**config.mk**
```make
export PLATFORM = sky130hd
export DESIGN_NAME = muldiv_unit
export DESIGN_NICKNAME = d
export VERILOG_FILES = /design/src/rtl/muldiv_pkg.sv /design/src/rtl/div_step.sv /design/src/rtl/muldiv_unit.sv
export SDC_FILE = /design/constraint.sdc
export NUM_CORES = 1
export LEC_CHECK = 0
export BUFFER_PORTS_ARGS = -buffer_cell sky130_fd_sc_hd__clkbuf_2
export CORE_ASPECT_RATIO = 1.25
export CORE_UTILIZATION = 35
export CTS_CLUSTER_SIZE = 40
export DETAILED_ROUTE_END_ITERATION = 8
export PLACE_DENSITY = 0.54
export SLEW_MARGIN = 25
export SYNTH_ARGS = -nofsm -noshare
export SYNTH_HDL_FRONTEND = slang
export SYNTH_SLANG_ARGS = --single-unit
```
**constraint.sdc**
```tcl
create_clock -name clk -period 4.63 [get_ports clk]
set_clock_uncertainty 0.05 [all_clocks]
set_input_delay 0.463 -clock clk [delete_from_list [all_inputs] [get_ports clk]]
set_output_delay 0.463 -clock clk [all_outputs]
set_load 0.005 [all_outputs]
```
**src/rtl/muldiv_pkg.sv**
```systemverilog
// Shared definitions for the iterative multiply/divide unit: op codes, FSM states, abs helper.
package muldiv_pkg;

  // abs_w works on this fixed width; callers zero-extend and truncate, so WIDTH must be <= 64.
  localparam int unsigned ABS_MAX_W = 64;

  localparam logic [1:0] OP_MULT  = 2'b00;
  localparam logic [1:0] OP_MULTU = 2'b01;
  localparam logic [1:0] OP_DIV   = 2'b10;
  localparam logic [1:0] OP_DIVU  = 2'b11;

  typedef enum logic [1:0] {
    S_IDLE = 2'd0,
    S_CALC = 2'd1,
    S_FIX  = 2'd2
  } state_t;

  function automatic logic [ABS_MAX_W-1:0] abs_w(input logic [ABS_MAX_W-1:0] x, input logic neg);
    return neg ? (~x + 1'b1) : x;
  endfunction

endpackage

```
**src/rtl/div_step.sv**
```systemverilog
// One restoring-division step: shift the next dividend bit into the partial remainder and
// subtract the divisor when it fits, shifting the resulting quotient bit in from the right.
module div_step #(
  parameter int WIDTH = 32
) (
  input  logic [WIDTH-1:0] rem_i,
  input  logic [WIDTH-1:0] quo_i,
  input  logic [WIDTH-1:0] divisor_i,
  output logic [WIDTH-1:0] rem_o,
  output logic [WIDTH-1:0] quo_o
);

  logic [WIDTH:0] shifted;
  logic           fits;

  assign shifted = {rem_i, quo_i[WIDTH-1]};
  assign fits    = (shifted >= {1'b0, divisor_i});
  // rem_i < divisor, so after a successful subtract the remainder always fits in WIDTH bits.
  assign rem_o   = fits ? WIDTH'(shifted - {1'b0, divisor_i}) : shifted[WIDTH-1:0];
  assign quo_o   = {quo_i[WIDTH-2:0], fits};

endmodule

```
**src/rtl/muldiv_unit.sv**
```systemverilog
// Iterative radix-2 multiply/divide unit with HI/LO registers; busy stalls the pipeline while
// an operation runs, done pulses for one cycle when hi/lo carry the new result.
module muldiv_unit
  import muldiv_pkg::*;
#(
  parameter int WIDTH = 32,
  parameter int CNT_W = 6
) (
  input  logic             clk,
  input  logic             rst,
  input  logic             start,
  input  logic [1:0]       op,
  input  logic [WIDTH-1:0] a,
  input  logic [WIDTH-1:0] b,
  input  logic             flush,
  input  logic             hi_wr,
  input  logic             lo_wr,
  input  logic [WIDTH-1:0] wdata,
  output logic             busy,
  output logic             done,
  output logic             div_zero,
  output logic [WIDTH-1:0] hi,
  output logic [WIDTH-1:0] lo
);

  state_t             state_q;
  logic [CNT_W-1:0]   cnt_q;
  logic [2*WIDTH-1:0] acc_q;
  logic [WIDTH-1:0]   opnd_q;
  logic               is_div_q;
  logic               neg_res_q;
  logic               neg_rem_q;
  logic               dz_pend_q;
  logic               busy_q;
  logic               done_q;
  logic               dz_q;
  logic [WIDTH-1:0]   hi_q;
  logic [WIDTH-1:0]   lo_q;

  logic               is_signed;
  logic [WIDTH-1:0]   abs_a;
  logic [WIDTH-1:0]   abs_b;

  assign is_signed = ~op[0];
  assign abs_a     = WIDTH'(abs_w(ABS_MAX_W'(a), is_signed & a[WIDTH-1]));
  assign abs_b     = WIDTH'(abs_w(ABS_MAX_W'(b), is_signed & b[WIDTH-1]));

  // Multiply: acc holds {partial product, remaining multiplier bits}; add then shift right.
  logic [WIDTH:0]     mul_sum;
  logic [2*WIDTH-1:0] mul_d;
  assign mul_sum = {1'b0, acc_q[2*WIDTH-1:WIDTH]} + (acc_q[0] ? {1'b0, opnd_q} : '0);
  assign mul_d   = {mul_sum, acc_q[WIDTH-1:1]};

  // Divide: acc holds {partial remainder, dividend/quotient}.
  logic [WIDTH-1:0] div_rem_d;
  logic [WIDTH-1:0] div_quo_d;

  div_step #(.WIDTH(WIDTH)) u_div_step (
    .rem_i     (acc_q[2*WIDTH-1:WIDTH]),
    .quo_i     (acc_q[WIDTH-1:0]),
    .divisor_i (opnd_q),
    .rem_o     (div_rem_d),
    .quo_o     (div_quo_d)
  );

  logic [2*WIDTH-1:0] acc_d;
  assign acc_d = is_div_q ? {div_rem_d, div_quo_d} : mul_d;

  logic [2*WIDTH-1:0] prod_fix;
  logic [WIDTH-1:0]   quo_fix;
  logic [WIDTH-1:0]   rem_fix;
  logic [WIDTH-1:0]   hi_d;
  logic [WIDTH-1:0]   lo_d;
  assign prod_fix = neg_res_q ? -acc_q : acc_q;
  assign quo_fix  = neg_res_q ? -acc_q[WIDTH-1:0] : acc_q[WIDTH-1:0];
  assign rem_fix  = neg_rem_q ? -acc_q[2*WIDTH-1:WIDTH] : acc_q[2*WIDTH-1:WIDTH];
  assign hi_d     = is_div_q ? rem_fix : prod_fix[2*WIDTH-1:WIDTH];
  assign lo_d     = is_div_q ? quo_fix : prod_fix[WIDTH-1:0];

  always_ff @(posedge clk) begin
    if (rst) begin
      state_q   <= S_IDLE;
      cnt_q     <= '0;
      acc_q     <= '0;
      opnd_q    <= '0;
      is_div_q  <= 1'b0;
      neg_res_q <= 1'b0;
      neg_rem_q <= 1'b0;
      dz_pend_q <= 1'b0;
      busy_q    <= 1'b0;
      done_q    <= 1'b0;
      dz_q      <= 1'b0;
      hi_q      <= '0;
      lo_q      <= '0;
    end else begin
      done_q <= 1'b0;
      dz_q   <= 1'b0;
      case (state_q)
        S_IDLE: begin
          if (hi_wr) hi_q <= wdata;
          if (lo_wr) lo_q <= wdata;
          if (start && !flush) begin
            is_div_q <= op[1];
            cnt_q    <= CNT_W'(WIDTH);
            busy_q   <= 1'b1;
            if (op[1] && (b == '0)) begin
              // Divide by zero skips the iterations; FIX passes {a, all-ones} straight through.
              acc_q     <= {a, {WIDTH{1'b1}}};
              opnd_q    <= b;
              neg_res_q <= 1'b0;
              neg_rem_q <= 1'b0;
              dz_pend_q <= 1'b1;
              state_q   <= S_FIX;
            end else begin
              acc_q     <= op[1] ? {{WIDTH{1'b0}}, abs_a} : {{WIDTH{1'b0}}, abs_b};
              opnd_q    <= op[1] ? abs_b : abs_a;
              neg_res_q <= is_signed & (a[WIDTH-1] ^ b[WIDTH-1]);
              neg_rem_q <= is_signed & op[1] & a[WIDTH-1];
              dz_pend_q <= 1'b0;
              state_q   <= S_CALC;
            end
          end
        end
        S_CALC: begin
          if (flush) begin
            busy_q  <= 1'b0;
            state_q <= S_IDLE;
          end else begin
            acc_q <= acc_d;
            cnt_q <= cnt_q - 1'b1;
            if (cnt_q == CNT_W'(1)) state_q <= S_FIX;
          end
        end
        S_FIX: begin
          if (!flush) begin
            hi_q   <= hi_d;
            lo_q   <= lo_d;
            done_q <= 1'b1;
            dz_q   <= dz_pend_q;
          end
          busy_q  <= 1'b0;
          state_q <= S_IDLE;
        end
        default: begin
          busy_q  <= 1'b0;
          state_q <= S_IDLE;
        end
      endcase
    end
  end

  assign busy     = busy_q;
  assign done     = done_q;
  assign div_zero = dz_q;
  assign hi       = hi_q;
  assign lo       = lo_q;

endmodule
```
Word-level counts from Yosys, hierarchy flattened
Index checks and enable logic that the tools add are counted.

storage, ports and cells
  flip-flop bits (word level) = 175
  input port bits = 104
  output and inout bits = 67
  word-level logic and storage cells = 95

operators by class
  add/sub/neg operators = 8
  order comparisons = 1
  eq/ne operators = 10
  muxes and demuxes = 38
  bitwise operators = 10
  reduce and logical (&&, ||, !) cells = 15

operator list
  kind                                                                number
  32-bit 2-to-1 mux                                                   15
  64-bit 2-to-1 mux                                                   5
  32-bit case mux with 2 select lines                                 2
  64-bit case mux with 2 select lines                                 1
  32-bit by 1-bit adder with 32-bit output, second input constant     2
  32-bit negator                                                      2
  64-bit negator                                                      1
  32-bit inverter                                                     2
  32-bit by 32-bit adder with 33-bit output                           1
  33-bit by 32-bit greater-or-equal comparator with 1-bit output      1
  32-bit zero test                                                    1
  32-bit subtractor                                                   1
  6-bit 2-to-1 mux                                                    2
  2-bit != test, second input constant                                6
  6-bit case mux with 2 select lines                                  1
  3-bit AND reduction                                                 3
  2-bit 2-to-1 mux                                                    4
  6-bit by 1-bit == test with 1-bit output, second input constant     1
  1-bit 2-to-1 mux                                                    6
  2-bit AND reduction                                                 3
  6-bit by 1-bit subtractor with 6-bit output, second input constant  1
  1-bit bitwise AND                                                   5
  2-bit case mux with 2 select lines                                  1
  2-bit nonzero test                                                  2
  other kinds (11)                                                    13

Longest topological paths before layout
Gate-level depths: netlist of the first run.

  depth in word-level cells = 7
  gate-level depth with buffers = 14
  gate-level depth less buffers = 13

Hierarchy
From an unflattened synthesis of the first run, not the netlist that was laid out.

unflattened totals
  cell total of the unflattened synthesis = 2105
  area, all modules = 15542.4 um^2

modules (own cells, without submodules)
  module       times used  cells an instance  area an instance (um^2)  seq. area each (um^2)
  muldiv_unit  1           1750               12971.2                  3503.4
  div_step     1           355                2571.2                   0.0

Least setup slack after synthesis of the first run
No wires, ideal clock.

  path type = register -> register
  from = register acc_q[0]
  to = register acc_q[59]
  library setup time = 0.120 ns
  arrival = 3.121 ns
  required time = 4.460 ns
  path slack = 1.339 ns
  stages on the path, launching flop included = 14
  path buffers = 1
  clock period less this slack = 3.291 ns
  path through = dfxtp_1 -> inv_1 -> buf_1 -> nor2_1 -> ha_1 -> and3_1 -> and3_1 -> nand3_1 -> a2111oi_0 -> o21ai_0 -> o311ai_0 -> a31oi_1 -> xnor2_1 -> a211o_1

on the way
  cells in the longest elaborated chain, start to end = 5

RTL lines
  what                                       RTL line            text
  start, declared                            muldiv_unit.sv:28   logic [2*WIDTH-1:0] acc_q;
  start signal, assigned                     muldiv_unit.sv:108  acc_q <= {a, {WIDTH{1'b1}}};
  start signal, assigned                     muldiv_unit.sv:115  acc_q <= op[1] ? {{WIDTH{1'b0}}, abs_a} : {{WIDTH{1'b0}}, abs_b};
  32-bit 2-to-1 mux                          muldiv_unit.sv:51   assign mul_sum = {1'b0, acc_q[2*WIDTH-1:WIDTH]} + (acc_q[0] ? {1'b0, opnd_q} : '0);
  32-bit by 32-bit adder with 33-bit output  muldiv_unit.sv:51
  64-bit 2-to-1 mux                          muldiv_unit.sv:67   assign acc_d = is_div_q ? {div_rem_d, div_quo_d} : mul_d;
  64-bit 2-to-1 mux                          muldiv_unit.sv:125  if (flush) begin
  64-bit case mux with 2 select lines        muldiv_unit.sv:98   case (state_q)

Every way passes these cells. The select of a mux whose other input is x is not followed.
A chain may end at the register's enable or synchronous reset.

Worst setup path after layout of the first run
Same ends and word-level chain as after synthesis.

==> impl_metrics.env, run 1 <==
export IMPL_seq_area_frac_synth_pct=22.8
export IMPL_fin_crit_sh_pct=90.5
export IMPL_grt_use_met1_pct=34.8
export IMPL_cap_viol_max_count=0
export IMPL_fill_cells=4638
export IMPL_post_route_drc_count=0
export IMPL_finalCriticalPeriod_ns=4.19
export IMPL_synth_commonest_cells="nor2_1, a21oi_1, dfxtp_1"
export IMPL_synth_edff_count=0
export IMPL_synthTopCellsByArea="dfxtp_1, nor2_1, a21oi_1, ha_1, xnor2_1"
export IMPL_cts_sinks=175
export IMPL_drt_iter0_drc=1428
export IMPL_required_ns=4.94
export IMPL_synth_top_area_cell="dfxtp_1"
export IMPL_cts_buffers=17
export IMPL_power_density_nw_per_um2=306
export IMPL_cts_buffer_depth=2
export IMPL_start_kind="flip-flop"
export IMPL_wl_per_cell_microns=24.2
export IMPL_row_count=85
export IMPL_timing_rr_start="acc_q[0]$_SDFFE_PP0P_"
export IMPL_place_gp_congestion=0.989
export IMPL_rsz0062_at_grt="false"
export IMPL_hold_viol=0
export IMPL_syn_inst=2100
export IMPL_post_cts_buffers=0
export IMPL_yosysUniqueCellTypes=82
export IMPL_setup_ws_ns=0.439
export IMPL_tightest_slew_ns=1.00
export IMPL_worstReg2RegEnd="acc_q[59]$_SDFFE_PP0P_"
export IMPL_vias_per_cell=6.03
export IMPL_ys_seq_elements=175
export IMPL_yosys_mux_area_fraction_pct=3.55
export IMPL_cts_root_buf="clkbuf_16"
export IMPL_synthFlopType="dfxtp_1"
export IMPL_syn_area_sq_um=15400
export IMPL_reg2reg_slack_ns=0.44
export IMPL_synth_top_family_by_area="compound AO/OA/AOI/OAI gates"
export IMPL_grt_pass1_wl_microns=99200
export IMPL_fin_hold_ws_ns=0.221
export IMPL_die_y_microns=236
export IMPL_cts_tree="built"
export IMPL_grt_max_degree=94
export IMPL_synth_warnings=0
export IMPL_synth_top_area_share_pct=22.8
export IMPL_antenna_found_initial=0
export IMPL_cts_hold_buf=0
export IMPL_synth_xor_area_share_pct=9.68
export IMPL_layout_nets=2372
export IMPL_criticalPathCategory="reg2reg"
export IMPL_power_uw=5310
export IMPL_port_buffers=170
export IMPL_synth_compound_gate_area_share_pct=30.0
export IMPL_slew_viol_final=0
export IMPL_path_clk_slew_ns=0.08
export IMPL_io_pins=171
export IMPL_die_w_microns=189
export IMPL_overflow=0
export IMPL_status="finished clean"
export IMPL_fmaxAchievable_mhz=239
export IMPL_maxSlewHeadroom_pct=33.2
export IMPL_num_antenna_cells=0
export IMPL_dp_final_hpwl_microns=52400
export IMPL_routed_wirelength_microns=67300
export IMPL_cp_data_arrival_time_ns=4.50
export IMPL_ant_nets=0
export IMPL_initial_core_util_pct=35.6
export IMPL_hold_depth=3
export IMPL_busiest_layer="met2"
export IMPL_grt_pass1_vias=15900
export IMPL_grt_use_met3_pct=4.98
export IMPL_grt_usage_pct=29.6
export IMPL_worstSetupEndpointType="flip-flop"
export IMPL_hp_class="in2reg"
export IMPL_num_vias=16700
export IMPL_avgSynthCellArea_sq_um=7.32
export IMPL_setup_tns_ns=0
export IMPL_use_met2_pct=48.0
export IMPL_post_cts_resized=0
export IMPL_peakVddDrop_mv=0.290
export IMPL_layout_drive_gt1_share_pct=14.6
export IMPL_dieArea_sq_um=44800
export IMPL_syn_num_nets=2276
export IMPL_pre_cts_slack_ns=0.410
export IMPL_fin_util_pct=40.2
export IMPL_dr_pass1_iters=7
export IMPL_crit_fanout=6
export IMPL_setup_viol=0
export IMPL_yosys_area_share_adder_pct=5.96
export IMPL_fp_coreArea_sq_um=43200
export IMPL_htreeDepth=4
export IMPL_synth_most_common_cell="nor2_1"
export IMPL_worstSkewPairLatency_ns=0.48
export IMPL_min_to="hi[13]$_SDFFE_PP0P_"
export IMPL_rr_worst_depth=14
export IMPL_yosys_area_share_simple_pct=21.8
export IMPL_synthArstFlopShare_pct=0
export IMPL_leakage_uw=0.00682
export IMPL_hold_path_startpoint="wdata[13]"
export IMPL_syn_to_final_growth_pct=12.9
==> per-stage QoR <==
stage / cells / area [sq um]
floorplan: 2100 / 15400
global placement: 2742 / 16700
detailed placement: 2742 / 16800
CTS: 2774 / 17400
global route: 2774 / 17400
finish: 2774 / 17400
==> cell families after synthesis <==
logic type      after synthesis
xor+xnor                    170
compound gates              701
mux                          53
buf+inv                     221
fa+ha+maj                    72
simple gates                708
flops                       175
==> how the worst max path moves through the flow <==
stage	endpoint	cells after the start	start
final	acc_q[59]$_SDFFE_PP0P_	14	acc_q[0]$_SDFFE_PP0P_
after global routing	acc_q[59]$_SDFFE_PP0P_	14	acc_q[0]$_SDFFE_PP0P_
after CTS	acc_q[59]$_SDFFE_PP0P_	14	acc_q[0]$_SDFFE_PP0P_
after detailed placement	acc_q[59]$_SDFFE_PP0P_	14	acc_q[0]$_SDFFE_PP0P_
after global placement	acc_q[59]$_SDFFE_PP0P_	14	acc_q[0]$_SDFFE_PP0P_
after floorplan	acc_q[59]$_SDFFE_PP0P_	13	acc_q[0]$_SDFFE_PP0P_
==> cell usage in the layout (no fill, tap or decap), drive strengths merged, types with 28 or more instances in the layout <==
master	n
nand2	172
xnor2	93
a21o	36
a211oi	76
nor2	278
ha	70
clkbuf	186
nand3	28
xor2	77
o21ai	133
inv	77
dfxtp	175
nor3	67
a21oi	205
buf	60
o211ai	30
mux2i	41
==> registers in the layout, summed over array words and instances, names as in the netlist <==
name and flops:
neg_rem_q 1, is_div_q 1, busy 1, hi 32, opnd_q 32, state_q 2
acc_q 64, dz_pend_q 1, done 1, div_zero 1, cnt_q 6, neg_res_q 1
lo 32
==> worst max-delay path, stage by stage (launching register included) <==
cell and delay (ns):
dfxtp_1 0.47, inv_1 0.16, nor2_1 0.22, fa_1 0.30, a211oi_1 0.12, o21ai_0 0.43, nand3_1 0.24, a2111oi_0 0.56
buf_4 0.20, o21ai_0 0.09, buf_4 0.16, o311ai_0 0.42, a31oi_1 0.17, xnor2_1 0.18, a211o_1 0.31
==> per-layer routing <==
| layer | wire (microns) | up-vias | part of all wire, % |
|---|---|---|---|
| li1 | - | 7885 | - |
| met1 | 26500 | 7889 | 39 |
| met2 | 30800 | 769 | 46 |
| met3 | 4580 | 188 | 6.8 |
| met4 | 5390 | 0 | 8.0 |
| met5 | 0 | - | 0 |
==> power by group <==
part	leakage (uW)	internal (uW)	switching (uW)	total, uW
logic	0.00509	734	1280	2010
registers	0.00144	1620	134	1750
clock network	0.000287	770	768	1540
==> cell type report <==
type,instances,area [sq um],area share [%]
flip-flops and latches,175,3500,20.2
inverters,69,259,1.49
clock inverters,15,166,0.959
multi-input cells,1704,11000,63.2
clock buffers,17,425,2.45
repair buffers,229,1320,7.61
well taps,565,707,4.07
No activity file was read; power rests on OpenSTA's default activity.
==> run 2, diff against run 1 <==
Settings changed: CORE_MARGIN set to 2, TNS_END_PERCENT set to 30.
==> impl_metrics.env, run 2 (synthesis gave the netlist of run 1 again) <==
export IMPL_status="finished clean"
export IMPL_tightest_slew_ns=0.947
export IMPL_post_cts_resized=0
export IMPL_cts_buffer_depth=2
export IMPL_cp_data_arrival_time_ns=4.52
export IMPL_cap_viol_max_count=0
export IMPL_overflow=0
export IMPL_post_route_drc_count=0
export IMPL_antenna_found_initial=1
export IMPL_cpPeakStageDelay_ns=0.57
export IMPL_p_seq_share_pct=33.1
export IMPL_top_register="acc_q"
export IMPL_syn_to_final_growth_pct=12.4
export IMPL_setup_viol=0
export IMPL_cts_buffers=17
export IMPL_required_ns=4.89
export IMPL_fin_util_pct=40.0
export IMPL_grt_usage_pct=29.1
export IMPL_start_kind="flip-flop"
export IMPL_grt_pass1_vias=15900
export IMPL_fin_hold_ws_ns=0.234
export IMPL_layout_nets=2360
export IMPL_cp_num_buf_inv=2
export IMPL_dp_final_hpwl_microns=53100
export IMPL_crit_family="compound AO/OA/AOI/OAI gates"
export IMPL_drt_iter0_drc=1543
export IMPL_hp_class="in2reg"
export IMPL_crit_slowest_cell="o21ai_0"
export IMPL_final_cell_mix="nor2_1, a21oi_1, dfxtp_1"
export IMPL_hold_viol=0
export IMPL_swShare_pct=40.9
export IMPL_die_w_microns=191
export IMPL_routed_wirelength_microns=67600
export IMPL_worstSetupEndpointType="flip-flop"
export IMPL_fp_coreArea_sq_um=43200
export IMPL_criticalPathCategory="reg2reg"
export IMPL_rsz0062_at_grt="false"
export IMPL_p_clk_share_pct=29.3
export IMPL_grt_max_degree=93
export IMPL_cts_hold_buf=0
export IMPL_dieArea_sq_um=45600
export IMPL_row_count=85
export IMPL_ant_nets=0
export IMPL_dr_pass1_iters=6
export IMPL_crit_chain="inv_1 -> buf_4 -> nor2_1 -> ha_1 -> a21o_1 -> a21o_1 -> a211oi_1 -> nand2_1 -> o21ai_0 -> o21ai_0 -> a221oi_1 -> mux2i_1 -> a311oi_1"
export IMPL_die_y_microns=238
export IMPL_grt_pass1_wl_microns=98900
export IMPL_cts_root_buf="clkbuf_16"
export IMPL_power_switching_uw=2190
export IMPL_peakVddDrop_mv=0.280
export IMPL_cts_sinks=175
export IMPL_setup_tns_ns=0
export IMPL_pwr_share_comb_pct=37.7
export IMPL_io_pins=171
export IMPL_slew_viol_final=0
export IMPL_cts_tree="built"
export IMPL_path_clk_slew_ns=0.08
export IMPL_maxSlewHeadroom_pct=36.6
export IMPL_finalCriticalPeriod_ns=4.26
export IMPL_layout_drive_gt1_share_pct=14.2
export IMPL_num_vias=16700
export IMPL_place_gp_congestion=0.940
export IMPL_port_buffers=170
export IMPL_initial_core_util_pct=35.6
export IMPL_post_dp_cell_area_sq_um=16700
export IMPL_vias_per_cell=6.05
export IMPL_crit_fanout=18
export IMPL_final_common_cell="nor2_1"
export IMPL_htreeDepth=4
export IMPL_worstSkewPairLatency_ns=0.47
export IMPL_p_int_uw=3160
export IMPL_fmaxAchievable_mhz=235
export IMPL_post_cts_buffers=0
export IMPL_power_uw=5350
export IMPL_wl_per_cell_microns=24.5
export IMPL_power_density_nw_per_um2=309
export IMPL_postLayoutCellArea_sq_um=17300
export IMPL_leakage_uw=0.00676
export IMPL_fin_crit_sh_pct=91.9
export IMPL_largest_reg_flops=64
run 2: worst register-to-register path: cells and delay by family (launching register included):
family	cells	cell delay (ns)
flip-flops	1	0.36
AND/OR/NAND/NOR	2	0.15
buffers and inverters	2	0.83
adder cells (fa/ha/maj)	1	0.40
multiplexers	1	0.24
AO/OA/AOI/OAI	7	2.08
run 2: cell type report:
type                       count  area (sq um)
fill                        4665         25900
antenna                        1          2.50
tap                          565           707
timing repair buffer         217          1230
inverter                      69           259
clock buffer                  18           429
clock inverter                14           180
multi-input combinational   1704         11000
sequential                   175          3500
run 2: layer usage:
layer | track usage [%] | vias up | wire [microns]
met4 | 21.8 | 0 | 5530
li1 | - | 7875 | -
met1 | 35.1 | 7912 | 27000
met2 | 47.8 | 745 | 31100
met3 | 2.94 | 189 | 3940
met5 | 0 | - | 0
run 2: worst paths after layout:
path / from / endpoint / slack (ns) / depth (start not counted)
max: acc_q[0]$_SDFFE_PP0P_ / acc_q[57]$_SDFFE_PP0P_ / 0.37 / 13
min reg2reg: opnd_q[1]$_SDFFE_PP0P_ / opnd_q[1]$_SDFFE_PP0P_ / 0.41 / 2
max reg2reg: acc_q[0]$_SDFFE_PP0P_ / acc_q[57]$_SDFFE_PP0P_ / 0.37 / 13
min: wdata[13] / hi[13]$_SDFFE_PP0P_ / 0.23 / 3
run 2: power by group through the flow:
stage	sequential [uW]	combinational, uW	clock [uW]
floorplan	1740	1330	0
global placement	1800	1970	0
detailed placement	1800	1980	0
CTS	1760	1980	1580
global route	1780	2170	1630
finish	1770	2010	1570
run 2: stage by stage:
step | instances | setup WS, ns
final | 2763 | 0.373
after global placement | 2730 | 0.614
after global routing | 2762 | 0.101
after CTS | 2762 | 0.542
after floorplan | 2100 | 1.34
after detailed placement | 2730 | 0.593
==> run 3, diff against run 2 <==
Settings changed: CELL_PAD_IN_SITES_DETAIL_PLACEMENT set to 2, CELL_PAD_IN_SITES_GLOBAL_PLACEMENT set to 2, PLACE_DENSITY 0.54 to 0.84.
==> impl_metrics.env, run 3 (synthesis gave the netlist of run 1 again) <==
export IMPL_drt_iter0_drc=1229
export IMPL_grt_max_degree=65
export IMPL_cts_buffer_depth=2
export IMPL_status="finished clean"
export IMPL_num_vias=17800
export IMPL_largest_reg_flops=64
export IMPL_overflow=0
export IMPL_cts_hold_buf=0
export IMPL_seq_area_sq_um=3500
export IMPL_setup_viol=0
export IMPL_grt_pass1_wl_microns=119000
export IMPL_row_count=85
export IMPL_die_y_microns=238
export IMPL_worstReg2RegEnd="acc_q[59]$_SDFFE_PP0P_"
export IMPL_post_cts_buffers=0
export IMPL_hold_depth=3
export IMPL_tightest_slew_ns=1.05
export IMPL_post_route_drc_count=0
export IMPL_htreeDepth=4
export IMPL_cts_tree="built"
export IMPL_worstSetupEndpointType="flip-flop"
export IMPL_finalCriticalPeriod_ns=4.29
export IMPL_wl_per_cell_microns=28.8
export IMPL_reg2reg_slack_ns=0.34
export IMPL_grt_pass1_vias=19100
export IMPL_fmaxAchievable_mhz=233
export IMPL_fp_coreArea_sq_um=43200
export IMPL_cts_buffers=17
export IMPL_cap_viol_max_count=0
export IMPL_cts_sinks=175
export IMPL_dp_cells=2746
export IMPL_fin_crit_sh_pct=92.7
export IMPL_hold_path_startpoint="wdata[18]"
export IMPL_initial_core_util_pct=35.6
export IMPL_hold_viol=0
export IMPL_start_kind="flip-flop"
export IMPL_fin_hold_ws_ns=0.209
export IMPL_dp_final_hpwl_microns=62400
export IMPL_setup_tns_ns=0
export IMPL_antenna_found_initial=1
export IMPL_timing_rr_start="acc_q[0]$_SDFFE_PP0P_"
export IMPL_grt_usage_pct=34.8
export IMPL_maxSlewHeadroom_pct=29.9
export IMPL_dr_pass1_iters=5
export IMPL_layout_nets=2376
export IMPL_cts_root_buf="clkbuf_16"
export IMPL_num_antenna_cells=0
export IMPL_crit_fanout=16
export IMPL_fill_cells=5144
export IMPL_vias_per_cell=6.39
export IMPL_final_common_cell="nor2_1"
export IMPL_power_density_nw_per_um2=316
export IMPL_multi_input_area_sq_um=11000
export IMPL_layout_drive_gt1_share_pct=14.7
export IMPL_leakage_uw=0.00684
export IMPL_final_cell_mix="nor2_1, a21oi_1, dfxtp_1"
export IMPL_required_ns=4.95
export IMPL_fin_cells=2778
export IMPL_rsz0062_at_grt="false"
export IMPL_path_clk_slew_ns=0.08
export IMPL_min_to="hi[18]$_SDFFE_PP0P_"
export IMPL_rr_worst_depth=13
export IMPL_die_w_microns=191
export IMPL_top_register="acc_q"
export IMPL_post_cts_resized=0
export IMPL_cp_data_arrival_time_ns=4.62
export IMPL_port_buffers=170
export IMPL_syn_to_final_growth_pct=13.0
export IMPL_slew_viol_final=0
export IMPL_worstSkewPairLatency_ns=0.48
export IMPL_place_gp_congestion=0.963
export IMPL_criticalPathCategory="reg2reg"
export IMPL_routed_wirelength_microns=80000
export IMPL_ant_nets=0
export IMPL_dieArea_sq_um=45600
export IMPL_peakVddDrop_mv=0.306
export IMPL_io_pins=171
export IMPL_hp_class="in2reg"
[run 3: worst max-delay path: stages (launching register included)]
cell and delay (ns):
dfxtp_1 0.37, inv_1 0.47, nor2_1 0.09, ha_1 0.40
a211oi_1 0.12, o21ai_0 0.24, nand3_1 0.17, a2111oi_0 0.84
o21ai_0 0.22, buf_4 0.20, o311ai_0 0.40, a31oi_1 0.17
xnor2_1 0.15, a211o_1 0.28
[run 3: worst max-delay path by stage]
| stage | start | endpoint | cells after the start |
|---|---|---|---|
| finish | acc_q[0]$_SDFFE_PP0P_ | acc_q[59]$_SDFFE_PP0P_ | 13 |
| detailed placement | acc_q[0]$_SDFFE_PP0P_ | acc_q[63]$_SDFFE_PP0P_ | 13 |
| global placement | acc_q[0]$_SDFFE_PP0P_ | acc_q[59]$_SDFFE_PP0P_ | 13 |
| floorplan | acc_q[0]$_SDFFE_PP0P_ | acc_q[59]$_SDFFE_PP0P_ | 13 |
| global route | acc_q[0]$_SDFFE_PP0P_ | acc_q[59]$_SDFFE_PP0P_ | 13 |
| CTS | acc_q[0]$_SDFFE_PP0P_ | acc_q[59]$_SDFFE_PP0P_ | 13 |
[run 3: metrics by stage]
step	setup slack, ns	total power [uW]	utilization [%]	instance area, sq um
floorplan	1.34	3070	-	15400
global route	0.0636	5720	40.3	17400
detailed placement	0.462	3910	38.9	16800
global placement	0.511	3810	38.9	16800
CTS	0.411	5460	40.2	17400
finish	0.339	5500	40.3	17400
[run 3: metal layers]
metal / part of all wire (%) / vias up / track usage (%)
met2: 48 / 735 / 59.7
li1: - / 7878 / -
met1: 38 / 8853 / 38.6
met4: 9.2 / 0 / 28.3
met5: 0 / - / 0
met3: 4.9 / 285 / 4.06
[run 3: layout make-up]
| type | count | area share (%) |
|---|---|---|
| flip-flops and latches | 175 | 20.2 |
| inverters | 69 | 1.49 |
| multi-input cells | 1704 | 63.1 |
| clock inverters | 14 | 0.943 |
| clock buffers | 18 | 2.47 |
| well taps | 565 | 4.07 |
| repair buffers | 233 | 7.77 |
[run 3: power by group]
group	internal, uW	total, uW	switching, uW
Combinational	740	2160	1420
Sequential	1620	1770	149
Clock	733	1570	832
Total	3090	5500	2400
